File: src/rtl/game_flow_if.sv
// Signal bundle between the game sequencer and its surroundings: user inputs and
// datapath status come in, field/ball control and game status go out.
interface game_flow_if;
  logic        i_tick;
  logic        i_start_btn;
  logic [3:0]  i_ball_row;
  logic [71:0] i_bricks;
  logic        o_field_reset_n;
  logic        o_serve_req;
  logic        o_ball_enable;
  logic [1:0]  o_lives;
  logic [2:0]  o_level;
  logic        o_game_over;
  logic [2:0]  o_state;

  modport master (
    output i_tick, i_start_btn, i_ball_row, i_bricks,
    input  o_field_reset_n, o_serve_req, o_ball_enable, o_lives, o_level,
           o_game_over, o_state
  );

  modport slave (
    input  i_tick, i_start_btn, i_ball_row, i_bricks,
    output o_field_reset_n, o_serve_req, o_ball_enable, o_lives, o_level,
           o_game_over, o_state
  );
endinterface

File: src/rtl/game_flow_ctrl.sv
// Brick-breaker game sequencer: start, field load, serve, play, ball loss, level
// clear and game over; owns lives/level and gates the ball and brick blocks.
module game_flow_ctrl #(
  parameter int unsigned LIVES_INIT  = 3,
  parameter int unsigned SERVE_TICKS = 4,
  parameter int unsigned CLEAR_TICKS = 6,
  parameter int unsigned LOSS_ROW    = 11,
  parameter int unsigned LEVEL_MAX   = 7
) (
  input  logic       i_clk,
  input  logic       i_rst,
  game_flow_if.slave bus
);

  typedef enum logic [2:0] {
    S_IDLE  = 3'd0,
    S_LOAD  = 3'd1,
    S_SERVE = 3'd2,
    S_PLAY  = 3'd3,
    S_MISS  = 3'd4,
    S_CLEAR = 3'd5,
    S_OVER  = 3'd6
  } state_t;

  localparam logic [1:0] LIVES_RST  = 2'(LIVES_INIT);
  localparam logic [3:0] SERVE_LAST = 4'(SERVE_TICKS - 1);
  localparam logic [3:0] CLEAR_LAST = 4'(CLEAR_TICKS - 1);
  localparam logic [3:0] LOSS_IDX   = 4'(LOSS_ROW);
  localparam logic [2:0] LEVEL_TOP  = 3'(LEVEL_MAX);

  state_t     r_state;
  state_t     w_next_state;
  logic       r_start_q;
  logic       r_new_game;
  logic       r_load_cnt;
  logic [3:0] r_tick_cnt;
  logic [1:0] r_lives;
  logic [2:0] r_level;
  logic       r_field_reset_n;
  logic       r_serve_req;
  logic       r_ball_enable;
  logic       r_game_over;

  logic       w_start_rise;
  logic       w_new_game;
  logic       w_load_cnt;
  logic [3:0] w_tick_cnt;
  logic [1:0] w_lives;
  logic [2:0] w_level;

  assign w_start_rise = bus.i_start_btn & ~r_start_q;

  // Next-state and next-value logic for the game FSM and its counters
  always_comb begin
    w_next_state = r_state;
    w_lives      = r_lives;
    w_level      = r_level;
    w_new_game   = r_new_game;
    w_load_cnt   = 1'b0;
    w_tick_cnt   = r_tick_cnt;

    case (r_state)
      S_IDLE, S_OVER: begin
        if (w_start_rise) begin
          w_next_state = S_LOAD;
          w_new_game   = 1'b1;
        end else begin
          w_next_state = r_state;
        end
      end
      S_LOAD: begin
        // Two clocks here: the first arms r_load_cnt, the second leaves
        if (r_load_cnt) begin
          w_next_state = S_SERVE;
        end else begin
          w_load_cnt = 1'b1;
          if (r_new_game) begin
            w_lives    = LIVES_RST;
            w_level    = 3'd0;
            w_new_game = 1'b0;
          end else begin
            w_new_game = 1'b0;
          end
        end
      end
      S_SERVE: begin
        if (bus.i_tick && (r_tick_cnt == SERVE_LAST)) begin
          w_next_state = S_PLAY;
        end else begin
          w_next_state = S_SERVE;
        end
      end
      S_PLAY: begin
        if (bus.i_tick) begin
          if (bus.i_bricks == 72'd0) begin
            w_next_state = S_CLEAR;
          end else if (bus.i_ball_row == LOSS_IDX) begin
            w_next_state = S_MISS;
          end else begin
            w_next_state = S_PLAY;
          end
        end else begin
          w_next_state = S_PLAY;
        end
      end
      S_MISS: begin
        if (r_lives <= 2'd1) begin
          w_lives      = 2'd0;
          w_next_state = S_OVER;
        end else begin
          w_lives      = r_lives - 2'd1;
          w_next_state = S_SERVE;
        end
      end
      S_CLEAR: begin
        if (bus.i_tick && (r_tick_cnt == CLEAR_LAST)) begin
          w_next_state = S_LOAD;
          w_new_game   = 1'b0;
          if (r_level >= LEVEL_TOP) begin
            w_level = LEVEL_TOP;
          end else begin
            w_level = r_level + 3'd1;
          end
        end else begin
          w_next_state = S_CLEAR;
        end
      end
      default: begin
        w_next_state = S_IDLE;
      end
    endcase

    // Counting restarts on every state change, so the entering tick is dropped
    if (w_next_state != r_state) begin
      w_tick_cnt = 4'd0;
    end else if (bus.i_tick) begin
      w_tick_cnt = r_tick_cnt + 4'd1;
    end else begin
      w_tick_cnt = r_tick_cnt;
    end
  end

  // State, counters and outputs; outputs are decoded from the next state so they line up with it
  always_ff @(posedge i_clk or posedge i_rst) begin
    if (i_rst) begin
      r_state         <= S_IDLE;
      r_start_q       <= 1'b0;
      r_new_game      <= 1'b0;
      r_load_cnt      <= 1'b0;
      r_tick_cnt      <= 4'd0;
      r_lives         <= LIVES_RST;
      r_level         <= 3'd0;
      r_field_reset_n <= 1'b0;
      r_serve_req     <= 1'b0;
      r_ball_enable   <= 1'b0;
      r_game_over     <= 1'b0;
    end else begin
      r_state         <= w_next_state;
      r_start_q       <= bus.i_start_btn;
      r_new_game      <= w_new_game;
      r_load_cnt      <= w_load_cnt;
      r_tick_cnt      <= w_tick_cnt;
      r_lives         <= w_lives;
      r_level         <= w_level;
      r_field_reset_n <= (w_next_state != S_LOAD);
      r_serve_req     <= (w_next_state == S_SERVE) && (r_state != S_SERVE);
      r_ball_enable   <= (w_next_state == S_PLAY);
      r_game_over     <= (w_next_state == S_OVER);
    end
  end

  assign bus.o_state         = r_state;
  assign bus.o_field_reset_n = r_field_reset_n;
  assign bus.o_serve_req     = r_serve_req;
  assign bus.o_ball_enable   = r_ball_enable;
  assign bus.o_lives         = r_lives;
  assign bus.o_level         = r_level;
  assign bus.o_game_over     = r_game_over;

endmodule

File: src/flat_wrapper.sv
// flat-port wrapper written by rule: the top's interface ports become plain ports
module game_flow_ctrl_flat 
#(
  parameter int unsigned LIVES_INIT  = 3,
  parameter int unsigned SERVE_TICKS = 4,
  parameter int unsigned CLEAR_TICKS = 6,
  parameter int unsigned LOSS_ROW    = 11,
  parameter int unsigned LEVEL_MAX   = 7
)
  (i_clk, i_rst, bus_i_tick, bus_i_start_btn, bus_i_ball_row, bus_i_bricks, bus_o_field_reset_n, bus_o_serve_req, bus_o_ball_enable, bus_o_lives, bus_o_level, bus_o_game_over, bus_o_state);
  game_flow_if bus_i ();
  input  logic i_clk;
  input  logic i_rst;
  input wire logic [$bits(bus_i.i_tick)-1:0] bus_i_tick;
  input wire logic [$bits(bus_i.i_start_btn)-1:0] bus_i_start_btn;
  input wire logic [$bits(bus_i.i_ball_row)-1:0] bus_i_ball_row;
  input wire logic [$bits(bus_i.i_bricks)-1:0] bus_i_bricks;
  output wire logic [$bits(bus_i.o_field_reset_n)-1:0] bus_o_field_reset_n;
  output wire logic [$bits(bus_i.o_serve_req)-1:0] bus_o_serve_req;
  output wire logic [$bits(bus_i.o_ball_enable)-1:0] bus_o_ball_enable;
  output wire logic [$bits(bus_i.o_lives)-1:0] bus_o_lives;
  output wire logic [$bits(bus_i.o_level)-1:0] bus_o_level;
  output wire logic [$bits(bus_i.o_game_over)-1:0] bus_o_game_over;
  output wire logic [$bits(bus_i.o_state)-1:0] bus_o_state;
  assign bus_i.i_tick = bus_i_tick;
  assign bus_i.i_start_btn = bus_i_start_btn;
  assign bus_i.i_ball_row = bus_i_ball_row;
  assign bus_i.i_bricks = bus_i_bricks;
  assign bus_o_field_reset_n = bus_i.o_field_reset_n;
  assign bus_o_serve_req = bus_i.o_serve_req;
  assign bus_o_ball_enable = bus_i.o_ball_enable;
  assign bus_o_lives = bus_i.o_lives;
  assign bus_o_level = bus_i.o_level;
  assign bus_o_game_over = bus_i.o_game_over;
  assign bus_o_state = bus_i.o_state;
  game_flow_ctrl #(.LIVES_INIT(LIVES_INIT), .SERVE_TICKS(SERVE_TICKS), .CLEAR_TICKS(CLEAR_TICKS), .LOSS_ROW(LOSS_ROW), .LEVEL_MAX(LEVEL_MAX)) u_core (.i_clk(i_clk), .i_rst(i_rst), .bus(bus_i));
endmodule
File: config.mk
export PLATFORM = sky130hd
export DESIGN_NAME = game_flow_ctrl_flat
export DESIGN_NICKNAME = d
export VERILOG_FILES = /design/src/rtl/game_flow_if.sv /design/src/rtl/game_flow_ctrl.sv /design/src/flat_wrapper.sv
export SDC_FILE = /design/constraint.sdc
export NUM_CORES = 1
export LEC_CHECK = 0
export ABC_AREA = 1
export ABC_CLOCK_PERIOD_IN_PS = 3400
export BUFFER_PORTS_ARGS = -buffer_cell sky130_fd_sc_hd__buf_2
export CAP_MARGIN = 40
export CORE_MARGIN = 3
export CORE_UTILIZATION = 30
export DETAILED_ROUTE_END_ITERATION = 12
export GPL_TIMING_DRIVEN = 0
export PLACE_DENSITY_LB_ADDON = 0.25
export SETUP_SLACK_MARGIN = 0.4
export SYNTH_ARGS = -nofsm -noshare
export SYNTH_HDL_FRONTEND = slang
export SYNTH_SLANG_ARGS = --single-unit
File: constraint.sdc
create_clock -name i_clk -period 3.4 [get_ports i_clk]
set_clock_uncertainty 0.1 [all_clocks]
set_input_delay 0.51 -clock i_clk [delete_from_list [all_inputs] [get_ports i_clk]]
set_output_delay 0.51 -clock i_clk [all_outputs]
set_load 0.03 [all_outputs]
==> results of run 1 <==
[worst max-delay path, stage by stage, from the launching register on]
cell and delay [ps]:
dfrtp_1 480, inv_2 150, nor2_1 80, inv_2 80, nor2_2 40, inv_2 50
o21ai_2 60, nor2_2 140, nand2_1 80, a21oi_2 140, nand3_2 120, nor2_1 110
[layout by cell type, fill, tap and decap left out]
| master | count |
|---|---|
| a211oi_1 | 1 |
| a21oi_1 | 3 |
| a21oi_2 | 1 |
| a31o_2 | 1 |
| and3_1 | 1 |
| buf_2 | 91 |
| clkbuf_1 | 1 |
| clkbuf_8 | 3 |
| dfrtp_1 | 17 |
| dfstp_2 | 2 |
| ha_1 | 4 |
| inv_1 | 18 |
| inv_2 | 4 |
| nand2_1 | 41 |
| nand3_1 | 6 |
| nand3_2 | 2 |
| nand3b_1 | 1 |
| nand4_1 | 6 |
| nor2_1 | 61 |
| nor2_2 | 3 |
| nor3_1 | 3 |
| nor3_2 | 1 |
| o211ai_1 | 1 |
| o21ai_0 | 8 |
| o21ai_1 | 3 |
| o21ai_2 | 1 |
| o31ai_1 | 1 |
| xnor2_1 | 1 |
| xor2_1 | 2 |
[layer usage]
metal / GRT usage / up-vias / routed length, um
met2: 0.2520 / 26 / 1965
met5: 0 / - / 0
met1: 0.1771 / 648 / 1539
met3: 0.02805 / 0 / 126
met4: 0.01253 / 0 / 0
li1: - / 806 / -
[layout make-up]
class | count | area share
buffer | 1 | 0.002710
clock buffer | 4 | 0.02439
inverter | 22 | 0.04472
multi-input combinational | 152 | 0.3916
sequential | 19 | 0.2588
tap | 50 | 0.03388
timing repair buffer | 90 | 0.2439
[logic make-up (layout without fill, tap and decap cells)]
logic type	after synthesis	after routing	share of synthesized area
XOR/XNOR	3	3	0.02039
AND/OR/NAND/NOR	125	125	0.4097
flip-flops	19	19	0.3709
AO/OA/AOI/OAI	20	20	0.09224
buffers and inverters	23	117	0.06795
adder cells (fa/ha/maj)	4	4	0.03884
[through the flow]
stage	worst slack, ps	util	cell area, um2
final	1700	0.4519	1847
after global routing	1513	0.4519	1847
after CTS	1671	0.4519	1847
after detailed placement	1461	0.4409	1802
after global placement	1485	0.4409	1802
after floorplan	1735	-	1289
[power by group]
part           leakage [nW]  internal, W  switching [W]
Sequential            0.244     0.000300      0.0000590
Combinational         0.746     0.000154       0.000268
Clock                0.0228    0.0000833      0.0000712
[state kept, by name, summed over array words and instances (netlist names)]
name / flops
u_core.bus.o_ball_enable: 1
u_core.bus.o_serve_req: 1
u_core.bus.o_game_over: 1
u_core.bus.o_level: 3
u_core.r_tick_cnt: 4
u_core.r_start_q: 1
u_core.bus.o_field_reset_n: 1
u_core.bus.o_lives: 2
u_core.r_new_game: 1
u_core.r_load_cnt: 1
u_core.bus.o_state: 3
[worst min path at each step]
stage | from | to
floorplan | u_core.r_load_cnt | u_core.r_load_cnt
global placement | u_core.r_load_cnt | u_core.r_load_cnt
detailed placement | u_core.r_load_cnt | u_core.r_load_cnt
CTS | bus_i_start_btn | u_core.r_start_q
global route | bus_i_start_btn | u_core.r_start_q
finish | i_rst | u_core.r_tick_cnt[1]
==> metrics.md, run 1 <==
| Metric | Value |
|---|---|
| CTS buffer count | 3 |
| Critical Path RT | 3490 ps |
| # DRC | 0 |
| FF-to-FF End | u_core.r_tick_cnt[2] |
| # fillers | 434 |
| FF+latch count, synth | 19 |
| DR vias | 1480 |
| WL final | 3632 um |
| Routability cong. | 0.8666 |
| Ports | 92 |
| Startpoint types | register |
| First-pass GRT wire length | 5837 um |
| PortBufs | 90 |
| Synthesis-to-finish area growth | 43.30% |
| Synthesized instance count | 194 |
| Gr usage total | 0.1393 |
| Cell row count | 23 |
| Ys async rst share | 1.000 |
| Clk buf depth | 2 |
| Setup CP Type | reg2reg |
| RSZ-0062 raised after global routing | no |
| CTS tree | built |
| Worst skew pair latency | 250 ps |
| H-tree depth | 1 |
| Fin. Hold Viols | 0 |
| Post-synth cell types | 27 |
| Vias per inst | 4.379 |
| Die Y | 71.54 um |
| Min Hold Slack | 259.7 ps |
| Top-count cell post-synth | nor2_1 |
| Largest net degree at the start of global routing | 20 |
| Number of global-route vias before repair | 1379 |
| WL per Instance | 10.75 um |
| Multi-input logic area | 723.2 um2 |
| Synth top area share | 0.3301 |
| Dominant cell type by area after synthesis | dfrtp_1 |
| Detailed Place HPWL | 3205 um |
| R2R cell count | 11 |
| Overflow after GRT | 0 |
| Main area contributors after synthesis | dfrtp_1 (33%), nor2_1 (18%), nand2_1 (12%) |
| CP startpoint | u_core.bus.o_state[2] |
| CP endpoint kind | register |
| Initial Util | 0.3154 |
| ANT nets after route | 0 |
| First DRT Iteration DRCs | 64 |
| Post-Layout Cell Count | 338 |
| Number of setup buffers added after CTS | 0 |
| Total power | 0.0009362 W |
| Hold Crit Class | in2async |
| Drt first pass iters | 4 |
| Reg-to-Reg Start | u_core.bus.o_state[2] |
| Placed instance count | 334 |
| CP Capture Point | u_core.r_tick_cnt[2] |
| Final Cycle Share | 0.5000 |
| Worst-path fanout max | 8 |
| Measured slew at the worst slew-check pin | 715.3 ps |
| Die area | 5118 um2 |
| Root Driver | clkbuf_8 |
| R2R Setup Slk | 1700 ps |
| Post-Syn Area | 1289 um2 |
| Static Leakage | 1.012 nW |
| Status | finished clean |
| Syn Area/Cell | 6.643 um2 |
| Antenna cells | 0 |
| Slew HR | 0.5226 |
| Crit path time final | 1700 ps |
| Nets | 373 |
| Synthesized net count | 278 |
| Max Slew Vio Count | 0 |
| EDFF count, synth | 0 |
| Flip-flop and latch area | 478.0 um2 |
| Share of cells above drive strength 1 | 0.3785 |
| Clock Pin Slew Worst Setup and Hold Paths | 70 ps |
| Placeable core region | 4086 um2 |
| Sequential element share of the synthesized area | 0.3709 |
| CTS resizes | 0 |
| Initial antenna violation count | 0 |
| CP arrival | 1790 ps |
| # hold bufs at CTS | 0 |
| VDD IR max | 164.1 uV |
| CTS sink count | 19 |
| Fmax | 588.2 MHz |
| Yosys warnings | 0 |
| Max cap viols | 0 |
| Pwr dens | 507.0 nW/um2 |
| Top cells by count, synth | nor2_1 (61), nand2_1 (41), inv_1 (18) |
| Setup violations, final | 0 |
| TNS Setup | 0 ps |
| Ys flop type | dfrtp_1 |
| Die width | 71.54 um |
Note: power is estimated with default switching activity, not from simulation.
==> run 2, diff against run 1 <==
- ABC_AREA: 1 -> 0
- ABC_CLOCK_PERIOD_IN_PS: 3400 -> 1410
- clock period: 3.4 -> 1.41 ns (I/O delays scaled with it)
==> run 2 against run 1 <==
  * The run now ends with hold timing, setup timing left
  * Via count increased by 13%
  * Clock power increased to 2.5 times the previous value
  * Largest power group unchanged
  * Core utilization increased by 13 points
  * Critical path type unchanged
==> metrics.md, run 2 <==
| Metric | Value |
|---|---|
| Status | complete, but fails checks (was finished clean) |
| Violated checks | hold timing, setup timing |
| # DRC | 0 (unchanged) |
| Placeable core region | 4173 um2 (was 4086 um2) |
| Critical-path cell list | buf_6 -> and2b_2 -> a32oi_2 -> o21ai_2 -> or2_4 -> nor4b_4 (was inv_2 -> nor2_1 -> inv_2 -> nor2_2 -> inv_2 -> o21ai_2 -> nor2_2 -> nand2_1 -> a21oi_2 -> nand3_2 -> nor2_1) |
| Ys async rst share | 1.000 (unchanged) |
| Ports | 92 (unchanged) |
| Routability cong. | 0.8546 (was 0.8666) |
| Static Leakage | 1.102 nW (was 1.012 nW) |
| Main area contributors after synthesis | dfrtp_1 (31%), nor4_1 (8.3%), nand2_1 (4.1%) (was dfrtp_1 (33%), nor2_1 (18%), nand2_1 (12%)) |
| Synthesized instance count | 151 (was 194) |
| Xor/xnor share of the synthesized area | 0.02578 (was 0.02039) |
| Sequential element share of the synthesized area | 0.3517 (was 0.3709) |
| Synthesis-to-finish area growth | 78.55% (was 43.30%) |
| Net Sw Frac | 0.3973 (was 0.4256) |
| WL per Instance | 15.33 um (was 10.75 um) |
| Gr usage total | 0.1840 (was 0.1393) |
| Worst skew pair latency | 260 ps (was 250 ps) |
| Largest net degree at the start of global routing | 20 (unchanged) |
| Fmax | 549.1 MHz (was 588.2 MHz) |
| Antenna cells | 0 (unchanged) |
| Drt first pass iters | 4 (unchanged) |
| CP endpoint kind | register (unchanged) |
| Initial antenna violation count | 0 (unchanged) |
| ANT nets after route | 0 (unchanged) |
| Worst path max stage delay | 410 ps (was 480 ps) |
| Largest family of logic cells by synthesized area | simple AND/OR/NAND/NOR gates (unchanged) |
| Max cap viols | 0 (unchanged) |
| Setup CP Type | reg2reg (unchanged) |
| Post-Syn Area | 1359 um2 (was 1289 um2) |
| Clk buf depth | 2 (unchanged) |
| Die width | 73.30 um (was 71.54 um) |
| Detailed Place HPWL | 3438 um (was 3205 um) |
| Utilization after layout | 0.5814 (was 0.4519) |
| Setup violations, final | 13 (was 0) |
| FF-to-FF End | u_core.bus.o_serve_req (was u_core.r_tick_cnt[2]) |
| First DRT Iteration DRCs | 128 (was 64) |
| Net Sw Power | 0.0009828 W (was 0.0003985 W) |
| Fin. Hold Viols | 17 (was 0) |
| EDFF count, synth | 0 (unchanged) |
| H-tree depth | 1 (unchanged) |
| Compound-cell area share of the yosys netlist | 0.1722 (was 0.09223) |
| Clk network pwr share | 0.158 (was 0.165) |
| Proportion of synthesized area in mux cells | 0.007366 (was 0) |
| Synth top area share | 0.3131 (was 0.3301) |
| RSZ-0062 raised after global routing | yes (was no) |
| Nets | 349 (was 373) |
| First-pass GRT wire length | 7893 um (was 5837 um) |
| Most frequent cells in the layout | buf_2 (74), buf_6 (23), buf_4 (17), nand2_1 (12) (was buf_2 (91), nor2_1 (61), nand2_1 (41), inv_1 (18), dfrtp_1 (17)) |
| Share of cells above drive strength 1 | 0.6439 (was 0.3785) |
| R2R Setup Slk | -410 ps (was 1700 ps) |
| Simple-gate share of the synthesized area | 0.3591 (was 0.4097) |
| Seq pwr share | 0.338 (was 0.384) |
| FF+latch count, synth | 19 (unchanged) |
| PortBufs | 91 (was 90) |
| Number of flip-flops in the largest register | 4 (unchanged) |
| Pwr dens | 1020 nW/um2 (was 507.0 nW/um2) |
| Dominant cell type by area after synthesis | dfrtp_1 (unchanged) |
| CTS sink count | 19 (unchanged) |
| Initial Util | 0.3256 (was 0.3154) |
| Root Driver | clkbuf_8 (unchanged) |
| Top cells by count, synth | nor4_1 (18), dfrtp_1 (17), nand2_1 (15) (was nor2_1 (61), nand2_1 (41), inv_1 (18)) |
| Cell row count | 23 (unchanged) |
| Yosys warnings | 0 (unchanged) |
| Die Y | 73.30 um (was 71.54 um) |
| Measured slew at the worst slew-check pin | 754.6 ps (was 715.3 ps) |
| Crit path time final | 1821 ps (was 1700 ps) |
| Clock Pin Slew Worst Setup and Hold Paths | 70 ps (about the same) |
| Combinational power share | 0.505 (was 0.451) |
| Syn Area/Cell | 8.999 um2 (was 6.643 um2) |
| Synth Area in Adders | 0.03683 (was 0.03883) |
| Overflow after GRT | 0 (unchanged) |
| Die area | 5373 um2 (was 5118 um2) |
| R2R cell count | 6 (was 11) |
| Max Slew Vio Count | 0 (unchanged) |
| WL final | 4815 um (was 3632 um) |
| CP arrival | 1900 ps (was 1790 ps) |
| VDD IR max | 385.0 uV (was 164.1 uV) |
| Ys flop type | dfrtp_1 (unchanged) |
| Synthesized net count | 235 (was 278) |
| Post-synth cell types | 56 (was 27) |
| Top-count cell post-synth | nor4_1 (was nor2_1) |
| Total power | 0.002474 W (was 0.0009362 W) |
| Final Cycle Share | 1.292 (was 0.5000) |
| DR vias | 1678 (was 1480) |
| Vias per inst | 5.344 (was 4.379) |
| Startpoint types | register (unchanged) |
| CTS buffer count | 3 (unchanged) |
| # fillers | 352 (was 434) |
| Slew HR | 0.4964 (was 0.5226) |
| Hold Crit Class | in2async (unchanged) |
| CP startpoint | u_core.bus.o_state[2] (unchanged) |
| Final setup slack of the worst path | -411.1 ps (was 1700 ps) |
| CTS tree | built (unchanged) |
| Reg-to-Reg Start | u_core.bus.o_state[2] (unchanged) |
| Internal power | 0.001491 W (was 0.0005377 W) |
| Most common cell after layout, fill and taps aside | buf_2 (unchanged) |
| Critical Path RT | 1480 ps (was 3490 ps) |
| Min Hold Slack | -25.20 ps (was 259.7 ps) |
| Crit-path slowest cell | dfrtp_2 (was dfrtp_1) |
| Largest Register | u_core.r_tick_cnt (unchanged) |
| Number of global-route vias before repair | 1758 (was 1379) |
| Worst-path fanout max | 8 (unchanged) |
-- run 2: changes by cell type in the layout (fill, tap and decap cells not counted), sizes merged, moves of 4 or more --
cell	previous run	this run
buf	91	115
nor2	64	7
nand2	41	15
nand3	8	1
o21ai	12	8
nor4	0	19
inv	22	6
-- run 2: worst max-delay path by stage --
stage                                         to  slack, ps  cells past startpoint
after detailed placement  u_core.bus.o_serve_req       -430                      6
after global routing      u_core.bus.o_serve_req       -480                      6
after global placement    u_core.bus.o_serve_req       -450                      6
after CTS                 u_core.bus.o_serve_req       -390                      6
final                     u_core.bus.o_serve_req       -410                      6
after floorplan           u_core.bus.o_serve_req       -330                      6
-- run 2: layer usage --
metal | vias up | part of all wire | track usage | routed length [um]
li1 | 806 | - | - | -
met1 | 768 | 0.37 | 0.2149 | 1771
met2 | 91 | 0.53 | 0.3376 | 2567
met3 | 13 | 0.075 | 0.03146 | 362
met4 | 0 | 0.023 | 0.06036 | 113
met5 | - | 0 | 0 | 0
-- run 2: worst max-delay path: cells and delay by family (launching register included) --
family,cells,cell delay [ps]
AND/OR/NAND/NOR,3,720
flip-flops,1,410
AO/OA/AOI/OAI,2,370
buffers and inverters,1,140
-- run 2: logic make-up (layout without fill, tap and decap cells) --
kind of cell / count (synthesis) / in the layout
simple gates: 79 / 79
fa+ha+maj: 4 / 4
mux: 1 / 1
compound gates: 32 / 32
flops: 19 / 19
buf+inv: 12 / 125
xor+xnor: 4 / 4
-- run 2: what timing repair did --
item                       in CTS  in global routing
cloned                          0                  0
pin swaps                      18                 18
hold endpoints to repair        0                  0
hold buffers                    0                  0
setup buffers                  12                  6
resized for setup              48                 23
setup endpoints to repair      30                 30
-- run 2: layout make-up --
class | instances | area, um2 | area share
plain buffers | 6 | 61.31 | 0.02527
clock buffers | 4 | 45.04 | 0.01857
inverters | 6 | 22.52 | 0.009283
multi-input cells | 120 | 1039 | 0.4281
flip-flops and latches | 19 | 485.5 | 0.2001
well taps | 50 | 62.56 | 0.02579
repair buffers | 109 | 710.7 | 0.2929
-- run 2: power groups by stage --
stage / registers (W) / logic, W / clock network, W
3_5_place_dp: 0.000819 / 0.000896 / 0
2_1_floorplan: 0.000885 / 0.000529 / 0
4_1_cts: 0.000813 / 0.00113 / 0.000400
3_3_place_gp: 0.000812 / 0.000890 / 0
5_1_grt: 0.000860 / 0.00135 / 0.000418
6_report: 0.000835 / 0.00125 / 0.000390
-- run 2: through the flow --
step	TNS, ps	instances	area (um2)	hold WS (ps)	setup WS (ps)
final	-3497	314	2426	-25.20	-411.1
after global routing	-4410	314	2426	9.639	-475.6
after CTS	-3442	308	2305	7.875	-385.1
after detailed placement	-3802	292	1968	280.9	-431.9
after global placement	-3802	292	1968	276.1	-452.1
after floorplan	-2422	151	1450	60.80	-334.9
==> run 3, diff against run 2 <==
--- a/constraint.sdc
+++ b/constraint.sdc
@@ -3,3 +3,3 @@
 set_input_delay 0.2115 -clock i_clk [delete_from_list [all_inputs] [get_ports i_clk]]
 set_output_delay 0.2115 -clock i_clk [all_outputs]
-set_load 0.03 [all_outputs]
+set_load 0.005 [all_outputs]
==> run 3 against run 2 <==
  * The flow still finishes with violations (hold timing, setup timing)
  * Flip-flop and latch count is the same
  * Power decreased by 4.6%
  * Design area is 3.9% lower
  * Hold slack lost 14 ps
  * Critical path depth unchanged
  * Combinational power is 7% lower
==> metrics.md, run 3 (synthesis gave the netlist of run 2 again) <==
| Metric | Value |
|---|---|
| Status | complete, but fails checks (unchanged) |
| Violated checks | hold timing, setup timing (unchanged) |
| Initial antenna violation count | 0 (unchanged) |
| Crit path time final | 1791 ps (was 1821 ps) |
| CP endpoint kind | register (unchanged) |
| Slew HR | 0.4996 (was 0.4964) |
| Placeable core region | 4173 um2 (unchanged) |
| Critical-path cell list | ha_2 -> nand2_2 -> or4_1 -> a311o_1 -> nand4_1 -> nor3_1 (was buf_6 -> and2b_2 -> a32oi_2 -> o21ai_2 -> or2_4 -> nor4b_4) |
| Min Hold Slack | -39.62 ps (was -25.20 ps) |
| Number of flip-flops in the largest register | 4 (unchanged) |
| Worst path max stage delay | 400 ps (was 410 ps) |
| Number of global-route vias before repair | 1654 (was 1758) |
| Worst-path fanout max | 4 (was 8) |
| Overflow after GRT | 0 (unchanged) |
| RSZ-0062 raised after global routing | yes (unchanged) |
| Post-Layout Cell Count | 318 (was 314) |
| Fmax | 558.5 MHz (was 549.1 MHz) |
| Die area | 5373 um2 (unchanged) |
| CTS buffer count | 3 (unchanged) |
| Vias per inst | 5.239 (was 5.344) |
| First-pass GRT wire length | 7189 um (was 7893 um) |
| Die width | 73.30 um (unchanged) |
| CTS tree | built (unchanged) |
| Max cap viols | 0 (unchanged) |
| Clock Pin Slew Worst Setup and Hold Paths | 80 ps (was 70 ps) |
| CP arrival | 1840 ps (was 1900 ps) |
| Largest Register | u_core.r_tick_cnt (unchanged) |
| Antenna cells | 0 (unchanged) |
| Hold Crit Class | in2async (unchanged) |
| CP startpoint | u_core.r_tick_cnt[0] (was u_core.bus.o_state[2]) |
| ANT nets after route | 0 (unchanged) |
| Ports | 92 (unchanged) |
| Gr usage total | 0.1679 (was 0.1840) |
| WL per Instance | 14.40 um (was 15.33 um) |
| Crit-path slowest cell | dfrtp_1 (was dfrtp_2) |
| Worst skew pair latency | 270 ps (was 260 ps) |
| Die Y | 73.30 um (unchanged) |
| Most frequent cells in the layout | buf_2 (89), buf_4 (20), dfrtp_1 (17), nor4_1 (13), nand2_1 (11) (was buf_2 (74), buf_6 (23), buf_4 (17), nand2_1 (12)) |
| VDD IR max | 421.9 uV (was 385.0 uV) |
| Static Leakage | 1.093 nW (was 1.102 nW) |
| Pwr dens | 1012 nW/um2 (was 1020 nW/um2) |
| Delay-heaviest family, CP | simple AND/OR/NAND/NOR gates (unchanged) |
| Drt first pass iters | 5 (was 4) |
| CP Buf/Inv Count | 0 (was 1) |
| TNS Setup | -3367 ps (was -3497 ps) |
| First DRT Iteration DRCs | 82 (was 128) |
| Setup CP Type | reg2reg (unchanged) |
| Detailed Place HPWL | 3476 um (was 3438 um) |
| Clk buf depth | 2 (unchanged) |
| Max Slew Vio Count | 0 (unchanged) |
| PortBufs | 91 (unchanged) |
| # DRC | 0 (unchanged) |
| Setup violations, final | 13 (unchanged) |
| Fin. Hold Viols | 17 (unchanged) |
| DR vias | 1666 (was 1678) |
| WL final | 4580 um (was 4815 um) |
| Most common cell after layout, fill and taps aside | buf_2 (unchanged) |
| Largest net degree at the start of global routing | 20 (unchanged) |
| Cell row count | 23 (unchanged) |
| H-tree depth | 1 (unchanged) |
| Initial Util | 0.3256 (unchanged) |
| Critical Path RT | 1460 ps (was 1480 ps) |
| Routability cong. | 0.8057 (was 0.8546) |
| Reg-to-Reg Start | u_core.r_tick_cnt[0] (was u_core.bus.o_state[2]) |
| Share of cells above drive strength 1 | 0.6119 (was 0.6439) |
| Synthesis-to-finish area growth | 71.55% (was 78.55%) |
| Startpoint types | register (unchanged) |
| CTS sink count | 19 (unchanged) |
| Final Cycle Share | 1.270 (was 1.292) |
| Measured slew at the worst slew-check pin | 749.8 ps (was 754.6 ps) |
| Root Driver | clkbuf_8 (unchanged) |
| Placed instance count | 292 (unchanged) |
| Final setup slack of the worst path | -380.6 ps (was -411.1 ps) |
| Nets | 353 (was 349) |
[run 3: worst reg2reg max path: stages, from the launching register on]
cell	delay, ps
dfrtp_1	400
ha_2	190
nand2_2	60
or4_1	400
a311o_1	280
nand4_1	170
nor3_1	70
[run 3: timing repair]
item                       in CTS  in global routing
pin swaps                       7                  6
setup endpoints to repair      30                 30
resized for setup              15                 16
hold endpoints to repair       11                  0
buffers inserted               10                 12
[run 3: worst paths after layout]
check                                         to  slack, ps  depth (start not counted)
setup / recovery            u_core.r_tick_cnt[2]       -380                          6
hold / removal             u_core.bus.o_level[1]        -40                          2
setup reg to reg            u_core.r_tick_cnt[2]       -380                          6
hold reg to reg            u_core.bus.o_lives[1]        440                          2
max in group asynchronous   u_core.r_tick_cnt[1]        770                          2
min in group i_clk              u_core.r_start_q          0                          1
[run 3: cell type report]
type,instances,area (um2)
multi-input combinational,120,1008
clock inverter,1,5.005
tap,50,62.56
fill,361,1842
clock buffer,3,41.29
sequential,19,478.0
inverter,6,22.52
timing repair buffer,113,640.6
buffer,6,72.57
[run 3: metrics by stage]
step,area [um2],utilization,total power [W],setup WS [ps],hold slack (ps)
2_1_floorplan,1464,-,0.001330,-244.0,61.15
3_3_place_gp,1982,0.4750,0.001618,-417.9,272.8
3_5_place_dp,1982,0.4750,0.001626,-403.5,273.4
4_1_cts,2168,0.5196,0.002180,-351.6,-2.425
5_1_grt,2331,0.5586,0.002536,-428.7,-1.496
6_report,2331,0.5586,0.002360,-380.6,-39.62
[run 3: power breakdown]
group,total (W),internal (W),switching [W],leakage (nW)
Combinational,0.00116,0.000617,0.000548,0.838
Clock,0.000396,0.000197,0.000198,0.0255
Sequential,0.000800,0.000671,0.000128,0.229
[run 3: metal layers]
| layer | up-vias | global-route usage | wire length (um) |
|---|---|---|---|
| li1 | 819 | - | - |
| met1 | 758 | 0.2059 | 1872 |
| met2 | 74 | 0.2900 | 2290 |
| met3 | 15 | 0.03967 | 313 |
| met4 | 0 | 0.05231 | 105 |
| met5 | - | 0 | 0 |
